### src/rtl/hdmi_pkg.sv
// HDMI data-island packet parser shared definitions.
// Packet type codes, BCH ECC step function and FSM states.
package hdmi_pkg;

  localparam logic [7:0] PT_NULL = 8'h00;
  localparam logic [7:0] PT_ACR  = 8'h01;
  localparam logic [7:0] PT_AS   = 8'h02;
  localparam logic [7:0] PT_GCP  = 8'h03;
  localparam logic [7:0] PT_VSIF = 8'h81;
  localparam logic [7:0] PT_AVI  = 8'h82;
  localparam logic [7:0] PT_SPD  = 8'h83;
  localparam logic [7:0] PT_AIF  = 8'h84;

  localparam logic [7:0] ECC_POLY = 8'h83;

  localparam logic [5:0] IDX_HDR_ECC = 6'd3;
  localparam logic [5:0] IDX_LAST    = 6'd35;

  typedef enum logic [1:0] {
    IDLE,
    HEADER,
    BODY,
    DONE
  } state_t;

  function automatic logic [7:0] ecc_byte(
    input logic [7:0] ecc,
    input logic [7:0] data
  );
    logic [7:0] e;
    logic       fb;
    e = ecc;
    for (int i = 0; i < 8; i++) begin
      fb = e[0] ^ data[i];
      e  = e >> 1;
      if (fb) e = e ^ ECC_POLY;
    end
    return e;
  endfunction

endpackage

### src/rtl/hdmi_bch_accum.sv
// 8-bit BCH ECC accumulator, LSB-first per byte.
// clr with en restarts the sum from this byte.
module hdmi_bch_accum
  import hdmi_pkg::*;
(
  input  logic       CLK,
  input  logic       RSTN,
  input  logic       clr,
  input  logic       en,
  input  logic [7:0] din,
  output logic [7:0] ecc
);

  always_ff @(posedge CLK or negedge RSTN) begin
    if (!RSTN) begin
      ecc <= '0;
    end else if (en) begin
      ecc <= ecc_byte(clr ? 8'h00 : ecc, din);
    end else if (clr) begin
      ecc <= '0;
    end
  end

endmodule

### src/rtl/hdmi_packet_parser.sv
// Byte-serial HDMI data-island packet receiver.
// Checks header/body ECC and InfoFrame checksum, decodes GCP/ACR/AVI.
module hdmi_packet_parser
  import hdmi_pkg::*;
#(
  parameter int MAX_IF_LEN = 27
) (
  input  logic        CLK,
  input  logic        RSTN,
  input  logic [7:0]  BYTE_IN,
  input  logic        BYTE_VALID,
  input  logic        PKT_START,
  output logic        PKT_VALID,
  output logic [7:0]  PKT_TYPE,
  output logic        HDR_ECC_ERR,
  output logic [3:0]  BODY_ECC_ERR,
  output logic        CSUM_ERR,
  output logic        ABORT,
  output logic        AVMUTE,
  output logic [19:0] ACR_N,
  output logic [19:0] ACR_CTS,
  output logic [6:0]  AVI_VIC,
  output logic [1:0]  AVI_Y
);

  state_t     state_q, state_d;
  logic [5:0] idx_q, idx_d;
  logic       abort_d, done_d;

  logic       start, take, in_hdr, in_body;
  logic [4:0] rel;
  logic [1:0] sub;
  logic [2:0] off;
  logic [4:0] pb_j;

  logic [7:0] hb0_q;
  logic [4:0] len_q;
  logic [7:0] sum_q;
  logic       hdr_err_q;
  logic [3:0] berr_q, berr_now;
  logic [7:0] sp0_q [0:7];

  logic       hdr_en;
  logic [7:0] hdr_ecc;
  logic [3:0] sp_en, sp_clr;
  logic [7:0] sp_ecc [0:3];
  logic       csum_err, pkt_ok;

  assign start   = BYTE_VALID & PKT_START;
  assign take    = BYTE_VALID & ~PKT_START;
  assign in_hdr  = take && (state_q == HEADER);
  assign in_body = take && (state_q == BODY);

  // Body position: subpacket number and byte within it (7 = ECC byte)
  assign rel  = 5'(idx_q - 6'd4);
  assign sub  = rel[4:3];
  assign off  = rel[2:0];
  assign pb_j = {3'b000, sub} * 5'd7 + {2'b00, off};

  always_ff @(posedge CLK or negedge RSTN) begin
    if (!RSTN) begin
      state_q <= IDLE;
      idx_q   <= '0;
    end else begin
      state_q <= state_d;
      idx_q   <= idx_d;
    end
  end

  always_comb begin
    state_d = state_q;
    idx_d   = idx_q;
    abort_d = 1'b0;
    done_d  = 1'b0;
    unique case (state_q)
      IDLE: begin
        if (start) begin
          state_d = HEADER;
          idx_d   = 6'd1;
        end
      end
      HEADER: begin
        if (start) begin
          abort_d = 1'b1;
          idx_d   = 6'd1;
        end else if (take) begin
          if (idx_q == IDX_HDR_ECC) state_d = BODY;
          idx_d = idx_q + 6'd1;
        end
      end
      BODY: begin
        if (start) begin
          abort_d = 1'b1;
          state_d = HEADER;
          idx_d   = 6'd1;
        end else if (take) begin
          if (idx_q == IDX_LAST) begin
            state_d = DONE;
            done_d  = 1'b1;
            idx_d   = '0;
          end else begin
            idx_d = idx_q + 6'd1;
          end
        end
      end
      DONE: begin
        if (start) begin
          state_d = HEADER;
          idx_d   = 6'd1;
        end else begin
          state_d = IDLE;
          idx_d   = '0;
        end
      end
      default: begin
        state_d = IDLE;
        idx_d   = '0;
      end
    endcase
  end

  assign hdr_en = start | (in_hdr && (idx_q != IDX_HDR_ECC));

  always_comb begin
    sp_en  = '0;
    sp_clr = '0;
    for (int k = 0; k < 4; k++) begin
      sp_en[k]  = in_body && (sub == 2'(k)) && (off != 3'd7);
      sp_clr[k] = sp_en[k] && (off == 3'd0);
    end
  end

  hdmi_bch_accum u_hdr_ecc (
    .CLK  (CLK),
    .RSTN (RSTN),
    .clr  (start),
    .en   (hdr_en),
    .din  (BYTE_IN),
    .ecc  (hdr_ecc)
  );

  for (genvar k = 0; k < 4; k++) begin : g_sp
    hdmi_bch_accum u_sp_ecc (
      .CLK  (CLK),
      .RSTN (RSTN),
      .clr  (sp_clr[k]),
      .en   (sp_en[k]),
      .din  (BYTE_IN),
      .ecc  (sp_ecc[k])
    );
  end

  // Subpacket 3 is checked on byte 35, so its bit is folded in combinationally
  always_comb begin
    berr_now = berr_q;
    if (in_body && (off == 3'd7)) begin
      berr_now[sub] = (BYTE_IN != sp_ecc[sub]);
    end
  end

  assign csum_err = hb0_q[7] &&
                    ((sum_q != 8'h00) ||
                     (int'({27'd0, len_q}) > MAX_IF_LEN));
  assign pkt_ok   = !hdr_err_q && (berr_now == 4'd0) && !csum_err;

  always_ff @(posedge CLK or negedge RSTN) begin
    if (!RSTN) begin
      hb0_q     <= '0;
      len_q     <= '0;
      sum_q     <= '0;
      hdr_err_q <= 1'b0;
      berr_q    <= '0;
      for (int i = 0; i < 8; i++) sp0_q[i] <= '0;
    end else begin
      berr_q <= berr_now;
      if (start) begin
        hb0_q <= BYTE_IN;
        sum_q <= BYTE_IN;
      end else if (in_hdr && (idx_q != IDX_HDR_ECC)) begin
        sum_q <= sum_q + BYTE_IN;
      end else if (in_body && (off != 3'd7) && (pb_j <= len_q)) begin
        sum_q <= sum_q + BYTE_IN;
      end
      if (in_hdr && (idx_q == 6'd2)) len_q <= BYTE_IN[4:0];
      if (in_hdr && (idx_q == IDX_HDR_ECC)) begin
        hdr_err_q <= (BYTE_IN != hdr_ecc);
      end
      if (sp_en[0]) sp0_q[off] <= BYTE_IN;
    end
  end

  always_ff @(posedge CLK or negedge RSTN) begin
    if (!RSTN) begin
      PKT_VALID    <= 1'b0;
      PKT_TYPE     <= '0;
      HDR_ECC_ERR  <= 1'b0;
      BODY_ECC_ERR <= '0;
      CSUM_ERR     <= 1'b0;
      ABORT        <= 1'b0;
      AVMUTE       <= 1'b0;
      ACR_N        <= '0;
      ACR_CTS      <= '0;
      AVI_VIC      <= '0;
      AVI_Y        <= '0;
    end else begin
      PKT_VALID <= done_d;
      ABORT     <= abort_d;
      if (done_d) begin
        PKT_TYPE     <= hb0_q;
        HDR_ECC_ERR  <= hdr_err_q;
        BODY_ECC_ERR <= berr_now;
        CSUM_ERR     <= csum_err;
        if (pkt_ok) begin
          unique case (1'b1)
            (hb0_q == PT_GCP): begin
              if (sp0_q[0][0] && !sp0_q[0][4]) AVMUTE <= 1'b1;
              else if (sp0_q[0][4] && !sp0_q[0][0]) AVMUTE <= 1'b0;
            end
            (hb0_q == PT_ACR): begin
              ACR_CTS <= {sp0_q[1][3:0], sp0_q[2], sp0_q[3]};
              ACR_N   <= {sp0_q[4][3:0], sp0_q[5], sp0_q[6]};
            end
            (hb0_q == PT_AVI): begin
              AVI_Y   <= sp0_q[1][6:5];
              AVI_VIC <= sp0_q[4][6:0];
            end
            default: ;
          endcase
        end
      end
    end
  end

endmodule

### config.mk
export PLATFORM = sky130hd
export DESIGN_NAME = hdmi_packet_parser
export DESIGN_NICKNAME = d
export VERILOG_FILES = /design/src/rtl/hdmi_pkg.sv /design/src/rtl/hdmi_bch_accum.sv /design/src/rtl/hdmi_packet_parser.sv
export SDC_FILE = /design/constraint.sdc
export NUM_CORES = 1
export LEC_CHECK = 0
export CAP_MARGIN = 20
export CORE_ASPECT_RATIO = 0.75
export CORE_MARGIN = 5
export CORE_UTILIZATION = 28
export DETAILED_ROUTE_END_ITERATION = 8
export GPL_ROUTABILITY_DRIVEN = 1
export MAX_ROUTING_LAYER = met4
export PLACE_DENSITY = 0.48
export SETUP_SLACK_MARGIN = 0.02
export SLEW_MARGIN = 10
export SYNTH_ARGS = -nofsm -noshare
export SYNTH_HDL_FRONTEND = slang
export SYNTH_SLANG_ARGS = --single-unit
### constraint.sdc
create_clock -name CLK -period 4.4 [get_ports CLK]
set_input_delay 1.32 -clock CLK [delete_from_list [all_inputs] [get_ports CLK]]
set_output_delay 1.32 -clock CLK [all_outputs]
set_load 0.01 [all_outputs]
# Yosys cells after proc, flatten, opt, wreduce, memory -nomap -nowiden
# Index checks and enable logic that the tools add are counted.
[word_totals] regBits=204 input_bits=12 out_inout_bits=66 elab_cells=321
[op_classes] add_sub_neg=4 multipliers=1 n_lt_le_gt_ge=7 n_eq_ne=24 mux=123 n_bitwise=86 n_reduce_logical=45
[op_table] op="8-bit two-way mux" n=91
[op_table] op="2-bit NOT with 3-bit output" n=41
[op_table] op="64-bit bitwise mux" n=1
[op_table] op="1-bit bitwise XOR" n=40
[op_table] op="6-bit two-way mux" n=6
[op_table] op="1-bit logical AND" n=27
[op_table] op="8-bit demux with 3-bit select" n=1
[op_table] op="6-bit case mux with 4 select lines" n=1
[op_table] op="8-bit binary-select mux with 2-bit select" n=1
[op_table] op="8-bit inequality test" n=2
[op_table] op="2-bit two-way mux" n=7
[op_table] op="6-bit by 2-bit == test with 1-bit output, second input constant" n=2
[op_table] op="1-bit two-way mux" n=11
[op_table] op="3-bit inequality test, second input constant" n=3
[op_table] op="3-bit AND reduction" n=3
[op_table] op="8-bit adder" n=1
[op_table] op="2-bit == test, second input constant" n=4
[op_table] op="8-bit by 1-bit == test with 1-bit output, second input constant" n=1
[op_table] op="8-bit by 2-bit == test with 1-bit output, second input constant" n=1
[op_table] op="8-bit == test, second input constant" n=1
[op_table] op="2-bit case mux with 4 select lines" n=1
[op_table] op="8-bit nonzero test" n=1
[op_table] op="6-bit by 1-bit adder with 6-bit output, second input constant" n=1
[op_table] op="6-bit == test, second input constant" n=1
[op_table] op="33 further kinds" n=41

# Logic depth before layout (Yosys ltp)
[logic_depth] word_depth=31 depth_mapped=22 depth_no_buf=19

# Cells and area by module
# Synthesis repeated with hierarchy kept, for this count alone.
[hier_totals] cells_unflattened=917 area_unflattened_um2=10881.7
[modules_own_cells] module="hdmi_packet_parser" instances=1 cells_per_inst=562 area_each_um2=7196.9 seq_area_each_um2=3678.5
[modules_own_cells] module="hdmi_bch_accum" instances=5 cells_per_inst=71 area_each_um2=737.0 seq_area_each_um2=200.2

# Worst setup path before layout
# OpenSTA, ideal clock, no wires.
[synth_timing] kind="reg2reg" from="reg idx_q[2]" to="reg sum_q[4]" setup_ns=0.082 arrival_ns=4.458 t_required_ns=4.318 path_slack_ns=-0.140 stages_incl_launch_ff=21 path_buffers=4 path_cell_list="dfrtp_1 -> clkbuf_1 -> inv_1 -> ha_1 -> xor2_2 -> buf_2 -> nand2_1 -> nand2_1 -> ha_1 -> ha_1 -> fa_1 -> ha_1 -> o21a_1 -> o21a_1 -> o21a_1 -> o22ai_1 -> a21o_1 -> clkbuf_1 -> clkbuf_1 -> nor2_1 -> a31oi_1"
[synth_between] elab_chain_len=6 word_cells_on_any_way=12 cone_classes="add/sub: 2; mul: 1; order compare: 1; eq/ne: 2; mux: 2; reduce/logical: 4"
[synth_lines] element="from (decl)" line_no="hdmi_packet_parser.sv:27" source="logic [5:0] idx_q, idx_d;"
[synth_lines] element="from (signal assigned)" line_no="hdmi_packet_parser.sv:66" source="idx_q <= idx_d;"
[synth_lines] element="5-bit by 3-bit subtractor with 5-bit output" line_no="hdmi_packet_parser.sv:55" source="assign rel = 5'(idx_q - 6'd4);"
[synth_lines] element="2-bit by 3-bit multiplier with 5-bit output" line_no="hdmi_packet_parser.sv:58" source="assign pb_j = {3'b000, sub} * 5'd7 + {2'b00, off};"
[synth_lines] element="5-bit by 3-bit adder with 5-bit output" line_no="hdmi_packet_parser.sv:58"
[synth_lines] element="5-bit less-or-equal comparator" line_no="hdmi_packet_parser.sv:181" source="end else if (in_body && (off != 3'd7) && (pb_j <= len_q)) begin"
[synth_lines] element="1-bit logical AND" line_no="hdmi_packet_parser.sv:181"
[synth_lines] element="3-bit nonzero test (no source line)"
[synth_lines] element="to (signal assigned)" line_no="hdmi_packet_parser.sv:180" source="sum_q <= sum_q + BYTE_IN;"
[synth_lines] element="to (signal assigned)" line_no="hdmi_packet_parser.sv:182" source="sum_q <= sum_q + BYTE_IN;"
[synth_lines] element="to (decl)" line_no="hdmi_packet_parser.sv:38" source="logic [7:0] sum_q;"
# Parallel ways exist; a longest one is shown, timed or not.
# A chain may end at the register's enable or synchronous reset.

# Worst setup path in the final report
[layout_timing] from="reg idx_q[3]" to="reg sum_q[6]"
# The elaborated chain is that of the path after synthesis.

==> flow_summary.json <==
{
  "outcome": "finished clean",
  "final.setup.tns_ps": 0,
  "ir_drop_uv": 254.5,
  "synth_compound_area_share_pct": 8.922,
  "final_cell_area_um2": 12740,
  "synth_top_family_by_area": "multiplexers",
  "vias": 7593,
  "hold_buffers": 0,
  "drt_iter0_drc": 601,
  "synthAdderAreaFrac_pct": 3.617,
  "skew_ps": 19.42,
  "num_rows": 61,
  "reg2reg_depth": 17,
  "holdPathStages": 2,
  "area.growth.synth_to_final_pct": 21.93,
  "clock_path_buffers": 2,
  "gp_congestion": 0.8565,
  "async_reset_ff_share_pct": 100.0,
  "power_density_nw_per_um2": 475.9,
  "synth_ff_type": "dfrtp_1",
  "crit_type": "flop to flop",
  "n_fill_cell": 3762,
  "regToRegSetupSlack_ps": 330,
  "synth_edf_count": 0,
  "grt_pass1_vias": 7556,
  "grt_overflow_total": 0,
  "r2r-start": "idx_q[3]",
  "cap_violations": 0,
  "cts_tree": "yes",
  "min_period_over_period_pct": 92.61,
  "place_ws_ps": 158.6,
  "slew_viol_final": 0,
  "synth-simple-area-share_pct": 12.65,
  "synthMuxAreaShare_pct": 14.38,
  "netlist_instances": 991,
  "htreeDepth": 4,
  "synth_area_um2": 10450,
  "final_nets": 1139,
  "postCtsSetupBuffers": 0,
  "final_common_cell": "dfrtp_1",
  "dr.pass1.iters": 5,
  "cts.repair.resized": 0,
  "setup_viol": 0,
  "p_leak_uw": 0.005710,
  "dieArea_um2": 41320,
  "ys_warn_count": 0,
  "synth_nets": 1032,
  "fp.dieW_um": 233.0,
  "dp_cells": 1583,
  "initial_utilization_pct": 28.28,
  "final_cell_mix": "187 x dfrtp_1, 138 x nand2_1, 98 x mux2_2",
  "cp-end-kind": "flop",
  "grt_max_degree": 88,
  "worstPathRequired_ps": 4760,
  "drc": 0,
  "fmaxAchievable_ghz": 0.2454,
  "clk_latency_ps": 450,
  "power_uw": 6063,
  "hold_violations": 0,
  "wirelength_um": 28520,
  "grt.total_usage_pct": 14.77,
  "grt_pass1_wl_um": 45860,
  "stdcell_count": 1612,
  "core_area_um2": 36940,
  "synth_xor_area_share_pct": 12.22,
  "finalCriticalPeriod_ps": 4075,
  "ys_types": 62,
  "via_per_inst": 4.710,
  "diodes": 0,
  "setup_slack_ps": 325.2,
  "syn_avg_cell_area_um2": 10.54,
  "cts_buffers": 17,
  "die_h_um": 177.3,
  "grt_antenna_before_repair": 0,
  "hold_end": "PKT_TYPE[3]",
  "worst_pin_slew_ps": 799.6,
  "cp.arrival_ps": 4440,
  "root_buffer": "clkbuf_16",
  "placed_area_um2": 12180,
  "wire_per_inst_um": 17.69,
  "pin_count": 78,
  "r2r-end": "sum_q[6]",
  "clk_pin_slew_ps": 70,
  "io_buffers": 77,
  "clock_sinks": 187,
  "ys_seq_area_share_pct": 44.79,
  "holdCritStartpoint": "PKT_TYPE[3]",
  "cp_max_fo": 12,
  "min_path_type": "flop to flop",
  "startpoint_type": "flop",
  "final_layout_size_suffix_gt1_share_pct": 20.94,
  "slew_headroom_pct": 46.31,
  "dp_hpwl_um": 21130,
  "rsz0062_at_grt": "no",
  "synth-seq-cells": 187,
  "ant_nets": 0
}
kinds of logic after synthesis:
group	after synthesis
fa+ha+maj	29
flops	187
simple gates	290
mux	122
buf+inv	86
compound gates	145
xor+xnor	132
how the worst max path moves through the flow:
stage | slack, ps | cells past startpoint | end | startpoint
2_1_floorplan | 110 | 20 | sum_q[4] | idx_q[2]
3_3_place_gp | 130 | 11 | g_sp[3].u_sp_ecc.ecc[1] | PKT_START
3_5_place_dp | 160 | 11 | g_sp[3].u_sp_ecc.ecc[1] | PKT_START
4_1_cts | 330 | 17 | sum_q[0] | idx_q[3]
5_1_grt | 70 | 17 | sum_q[0] | idx_q[3]
6_report | 330 | 17 | sum_q[6] | idx_q[3]
synth_stat cells, drive strengths merged (7+ instances only):
cell type	count	area, µm²
nand2	138	518.0
nor4	7	56.30
dfrtp	187	4679
buf	21	113.9
o22ai	8	50.05
nor2	58	217.7
xor2	35	344.1
a21oi	42	210.2
nand4	12	75.07
clkbuf	40	150.1
inv	23	86.33
a31oi	12	75.07
nor3	17	85.08
mux4	12	270.3
nor2b	7	43.79
nand3	23	115.1
xnor2	96	908.4
o21ai	36	180.2
nand2b	7	43.79
ha	27	337.8
mux2	105	1182
layer usage:
metal | up-vias | track usage, % | wire (µm)
met5 | - | - | 0
met1 | 3794 | 22.17 | 15380
met2 | 122 | 20.69 | 11850
li1 | 3653 | - | -
met3 | 24 | 2.566 | 914
met4 | 0 | 3.469 | 376
critical path: stages, from the launching register on:
cell and delay [ps]:
dfrtp_1 450, inv_1 100, ha_1 330, xor2_4 230, nand2_1 220, nand2_1 130
ha_1 190, or2_2 320, fa_1 460, ha_1 310, o21a_1 120, o21a_1 170
o21a_1 160, o22ai_1 130, a21o_1 260, buf_4 230, nor2_1 50, a31oi_1 140
power by group:
part	switching, µW	internal, µW	leakage [µW]
Clock	691	847	0.000276
Sequential	236	1880	0.00253
Combinational	1230	1170	0.00290
layout make-up:
cell class | instances | area [µm²] | share of cell area (%)
Sequential cell | 187 | 4679 | 36.74
Clock inverter | 10 | 117.6 | 0.9233
Tap cell | 504 | 630.6 | 4.950
Multi-Input combinational cell | 718 | 5421 | 42.56
Inverter | 25 | 93.84 | 0.7367
Clock buffer | 19 | 442.9 | 3.477
Timing Repair Buffer | 149 | 1353 | 10.62
registers in the layout, indices dropped and copies added (netlist names):
name	cells
ABORT	1
ACR_CTS	20
ACR_N	20
AVI_VIC	7
AVI_Y	2
AVMUTE	1
BODY_ECC_ERR	4
CSUM_ERR	1
HDR_ECC_ERR	1
PKT_TYPE	8
PKT_VALID	1
berr_q	4
g_sp.u_sp_ecc.ecc	32
hb0_q	8
hdr_err_q	1
idx_q	6
len_q	5
sp0_q	47
state_q	2
sum_q	8
u_hdr_ecc.ecc	8
through the flow:
step / hold slack, ps / util (%)
floorplan: 446.0 / -
global placement: 459.5 / 32.95
detailed placement: 461.7 / 32.97
CTS: 478.0 / 34.48
global route: 498.1 / 34.48
finish: 470.4 / 34.48
Note: power is estimated with default switching activity, not from simulation.
